### src/rtl/fir_guide_core.sv
// 16-tap symmetric FIR (pre-add / multiply / sum pipeline) with a 3-cycle sample-to-output latency.
// Define FIR_SIGNED_EN to treat xin as two's complement; by default all arithmetic is unsigned.
module fir_guide_core (
    input  logic        clk,
    input  logic        rstn,
    input  logic        en,
    input  logic [11:0] xin,
    output logic        valid,
    output logic [28:0] yout
);

`ifdef FIR_SIGNED_EN
    typedef logic signed [11:0] samp_t;
    typedef logic signed [12:0] pre_t;
    typedef logic signed [24:0] prod_t;
    typedef logic signed [28:0] acc_t;
`else
    typedef logic [11:0] samp_t;
    typedef logic [12:0] pre_t;
    typedef logic [24:0] prod_t;
    typedef logic [28:0] acc_t;
`endif

    localparam int NTAP  = 16;
    localparam int NHALF = 8;

    // Only the first half is stored; c[15-k] = c[k] is exploited by the pre-adders.
    localparam logic [11:0] C_COEF [NHALF] = '{
        12'd11, 12'd31, 12'd63, 12'd104, 12'd152, 12'd198, 12'd235, 12'd255
    };

    samp_t      r_x [NTAP];
    prod_t      w_prod [NHALF];
    logic [2:0] r_en_d;
    logic       r_valid;
    acc_t       r_y;
    acc_t       w_sum;

    always_ff @(posedge clk) begin
        if (rstn) begin
            for (int i = 0; i < NTAP; i++) begin
                r_x[i] <= '0;
            end
        end else if (en) begin
            r_x[0] <= samp_t'(xin);
            for (int i = 1; i < NTAP; i++) begin
                r_x[i] <= r_x[i-1];
            end
        end
    end

    genvar gi;
    generate
        for (gi = 0; gi < NHALF; gi++) begin : g_tap
            localparam prod_t COEF = prod_t'(C_COEF[gi]);
            pre_t  r_pre;
            prod_t r_prod;
            pre_t  w_pre;

            // Casting before the add widens each operand with its own signedness.
            assign w_pre = pre_t'(r_x[gi]) + pre_t'(r_x[NTAP-1-gi]);

            always_ff @(posedge clk) begin
                if (rstn) begin
                    r_pre  <= '0;
                    r_prod <= '0;
                end else begin
                    r_pre  <= w_pre;
                    r_prod <= prod_t'(r_pre) * COEF;
                end
            end

            assign w_prod[gi] = r_prod;
        end
    endgenerate

    always_comb begin
        w_sum = '0;
        for (int k = 0; k < NHALF; k++) begin
            w_sum = w_sum + acc_t'(w_prod[k]);
        end
    end

    // r_en_d[2] marks the product stage as holding a captured sample; valid follows the yout load.
    always_ff @(posedge clk) begin
        if (rstn) begin
            r_en_d  <= '0;
            r_valid <= 1'b0;
            r_y     <= '0;
        end else begin
            r_en_d  <= {r_en_d[1:0], en};
            r_valid <= r_en_d[2];
            if (r_en_d[2]) begin
                r_y <= w_sum;
            end
        end
    end

    assign valid = r_valid;
    assign yout  = r_y;

endmodule

### config.mk
export PLATFORM = sky130hd
export DESIGN_NAME = fir_guide_core
export DESIGN_NICKNAME = d
export VERILOG_FILES = /design/src/rtl/fir_guide_core.sv
export SDC_FILE = /design/constraint.sdc
export NUM_CORES = 2
export LEC_CHECK = 0
export CORE_MARGIN = 2
export CORE_UTILIZATION = 25
export CTS_CLUSTER_DIAMETER = 80
export CTS_CLUSTER_SIZE = 16
export DETAILED_ROUTE_END_ITERATION = 8
export PLACE_DENSITY_LB_ADDON = 0.1
export SKIP_LAST_GASP = 1
export SYNTH_ARGS = -nofsm -noshare
export SYNTH_HDL_FRONTEND = slang
export SYNTH_SLANG_ARGS = --single-unit
### constraint.sdc
create_clock -name clk -period 5.55 [get_ports clk]
set_input_delay 1.11 -clock clk [delete_from_list [all_inputs] [get_ports clk]]
set_output_delay 1.11 -clock clk [all_outputs]
set_load 0.01 [all_outputs]
==> metrics <==
worst vdd ir roughly 0.89 mV; Post-Synthesis Cells between 3000 and 4000; number of enable flip-flop cells after synthesis 192; Crit path buffers/inverters 4; GRT Util Overall 0.136; post-CTS sizing 0; Startpoint Class flip-flop; Avg Cell Area, Syn about 10 µm²; fin. max-slew vios 0; setup TNS 0 ns; largest net degree at the start of global routing 120; Power Density 593 mW/mm²; RSZ-0062 raised after global routing false; Final WS setup approximately 0.75 ns; die width 377 µm; clk buf depth 3; Worst Path Class, Setup reg -> reg; cts bufs inserted 45; f_max between 200 and 250 MHz; Hold Buf Count CTS 0; Max stage delay on crit path between 0.5 and 0.6 ns; Synth cell types 82; #FFs+latches synth ~480; post-synthesis sequential area ratio 0.328; Site Rows 136; Pleak approximately 18 nW; worst slew pin tran around 1.0 ns; max-cap check violation count 0; WP data required 6.06 ns; period utilization 0.864; Initial DRC Count 1080; total power between 20 and 25 mW; clock latency on the worst-skew pair around 0.63 ns; Starting Density 0.253; hold path depth 1; vias ~22000; first-pass GRT wire length 148000 µm; Die Area between 0.1 and 0.15 mm²; Placement Setup Slack between 0.7 and 0.8 ns; maximum fanout along the worst path 5; Finish-stage setup viols 0; clock slew at reported path FFs 0.07 ns; layout cell share with drive strength beyond 1 0.0345; grt ovf 0; detailed-route wire length per cell between 15 and 20 µm; DRT Wirelength approximately 95000 µm; WP data arrival between 5 and 6 ns; outcome finished clean; Max-Slew Margin vs Limit 0.318; crit-path cells inv_1 -> fa_1 -> fa_1 -> inv_1 -> fa_1 -> inv_1 -> fa_1 -> inv_1 -> ha_1 -> or3_1 -> o2111ai_1 -> nand3b_1 -> o31ai_1 -> mux2_2; Port-buffer cells 39; Critical-path top delay cell fa_1; stages on the worst setup path 14; Vias/cell 4.22; Detail Route Antenna Nets 0; Synth area leaders fa_1 (19%), edfxtp_1 (17%), dfxtp_1 (16%); Min Clock Period, post-route around 4.8 ns; # IOs 45; Core Area ~0.14 mm²; detailed placement HPWL 77500 µm; worst hold slack around 0.45 ns; root buffer cell clkbuf_16; Layout Skew 0.0324 ns; Synth top area share 0.185; initial antenna violation count 13; family with the most delay on the worst path adder cells; NumNets Final 4232; htree depth 2; Synth area leader fa_1; Yosys Warn Count 0; ys async rst share 0; vias in the first global route roughly 24000; top_reg_cell synth dfxtp_1; cell area after synthesis ~0.035 mm²; CTS tree yes; Pre-antenna DRT Iters 5; FF-to-FF path depth 14; worst hold path class reg -> reg; drc violations 0; Final Wtd Congestion about 0.76; CTS sink count 475; CP Capture Type flip-flop; Final Hold Fails 0; Setup Fix Bufs, Post-CTS 0; die height around 380 µm; Layout area overhead 11.7%
-- final cells by class --
cell class	count	area [µm²]
flip-flops and latches	475	11400
diodes	4	10.0
multi-input cells	2225	20600
clock buffers	56	1220
clock inverters	22	248
well taps	1794	2240
fillers	14600	98900
repair buffers	59	583
inverters	669	2510
-- worst reg2reg max path, stage by stage, from the launching register on --
cell and delay, ns:
dfxtp_1 0.51, inv_1 0.11, fa_1 0.55, fa_1 0.56, inv_1 0.05, fa_1 0.53, inv_1 0.06, fa_1 0.53
inv_1 0.04, ha_1 0.23, or3_1 0.38, o2111ai_1 0.27, nand3b_1 0.18, o31ai_1 0.33, mux2_2 0.37
-- sequential cells by signal (all words and copies together) (netlist names) --
signal / count
g_tap.r_pre: 104
g_tap.r_prod: 151
r_x: 192
r_en_d: 3
yout: 24
valid: 1
-- cells in the mapped netlist (4+ instances only) --
cell,n
or3_1,12
nand4_1,8
nor2_1,280
nor4_1,9
o31a_1,4
fa_1,322
nand3b_1,10
a41o_1,9
o31ai_1,6
nor3_1,53
o22ai_1,4
buf_4,5
o211ai_1,13
ha_1,420
clkbuf_1,54
a211o_1,5
o41ai_1,6
inv_1,667
and2_1,126
o21bai_1,14
o21ai_0,79
a21oi_1,125
nand2b_1,20
edfxtp_1,192
and3_1,10
o221ai_1,5
nand3_1,34
xor2_1,75
buf_1,7
a21o_1,56
nand2_1,96
a31oi_1,20
dfxtp_1,283
o21ai_1,14
a21boi_0,5
or2_2,4
nor2b_1,144
o21a_1,36
nor3b_1,8
xnor2_1,89
a31o_2,6
a211oi_1,26
mux2i_1,9
-- final timing paths --
kind                                      from  slack, ns                              to
setup / recovery  g_tap[7].r_pre[4]$_SDFF_PP0_       0.75  g_tap[7].r_prod[17]$_SDFF_PP0_
hold / removal            r_en_d[0]$_SDFF_PP0_       0.45            r_en_d[1]$_SDFF_PP0_
setup reg to reg  g_tap[7].r_pre[4]$_SDFF_PP0_       0.75  g_tap[7].r_prod[17]$_SDFF_PP0_
hold reg to reg           r_en_d[0]$_SDFF_PP0_       0.45            r_en_d[1]$_SDFF_PP0_
-- cell families (layout without fill, tap and decap cells) --
logic type | count (synthesis) | count (layout) | share of synthesized area
flip-flops | 475 | 475 | 0.328
adder cells (fa/ha/maj) | 742 | 742 | 0.336
AND/OR/NAND/NOR | 820 | 820 | 0.118
XOR/XNOR | 164 | 164 | 0.0412
AO/OA/AOI/OAI | 480 | 480 | 0.0919
buffers and inverters | 736 | 806 | 0.0799
other | 1 | 9 | 0.000108
multiplexers | 14 | 14 | 0.00420
-- metrics by stage --
step | instances | utilization | area (µm²)
floorplan | 3436 | - | 34800
global placement | 5222 | 0.271 | 37400
detailed placement | 5222 | 0.271 | 37400
CTS | 5300 | 0.282 | 38900
global route | 5300 | 0.282 | 38900
finish | 5304 | 0.282 | 38900
-- routing by layer --
| metal | up-vias | track usage | part of all wire |
|---|---|---|---|
| met1 | 10900 | 0.197 | 0.51 |
| met3 | 61 | 0.0159 | 0.025 |
| met4 | 0 | 0.0232 | 0.014 |
| met5 | - | 0 | 0 |
| met2 | 234 | 0.221 | 0.45 |
| li1 | 11200 | - | - |
-- power by group --
part	leakage, nW	switching, mW	internal [mW]	total [mW]
registers	4.46	0.447	4.20	4.65
logic	13.0	8.79	6.37	15.2
clock network	0.710	1.59	1.66	3.25
total	18.1	10.8	12.2	23.1
-- layout by cell type (no fill, tap or decap), drive strengths merged, types with 9 or more instances in the layout --
master	n
a31oi	20
nand3b	10
o21a	36
mux2i	9
or3	13
nand2b	20
o211ai	13
clkbuf	56
a21o	57
o21ai	94
xor2	75
clkinv	11
inv	676
nor2	280
dfxtp	283
nand2	96
nor2b	144
ha	420
clkdlybuf4s50	38
and2	126
edfxtp	192
nor4	10
nand3	34
buf	21
o21bai	14
and3	10
a41o	9
xnor2	89
a21oi	126
nor3	53
fa	322
a211oi	28
No activity file was read; power rests on OpenSTA's default activity.
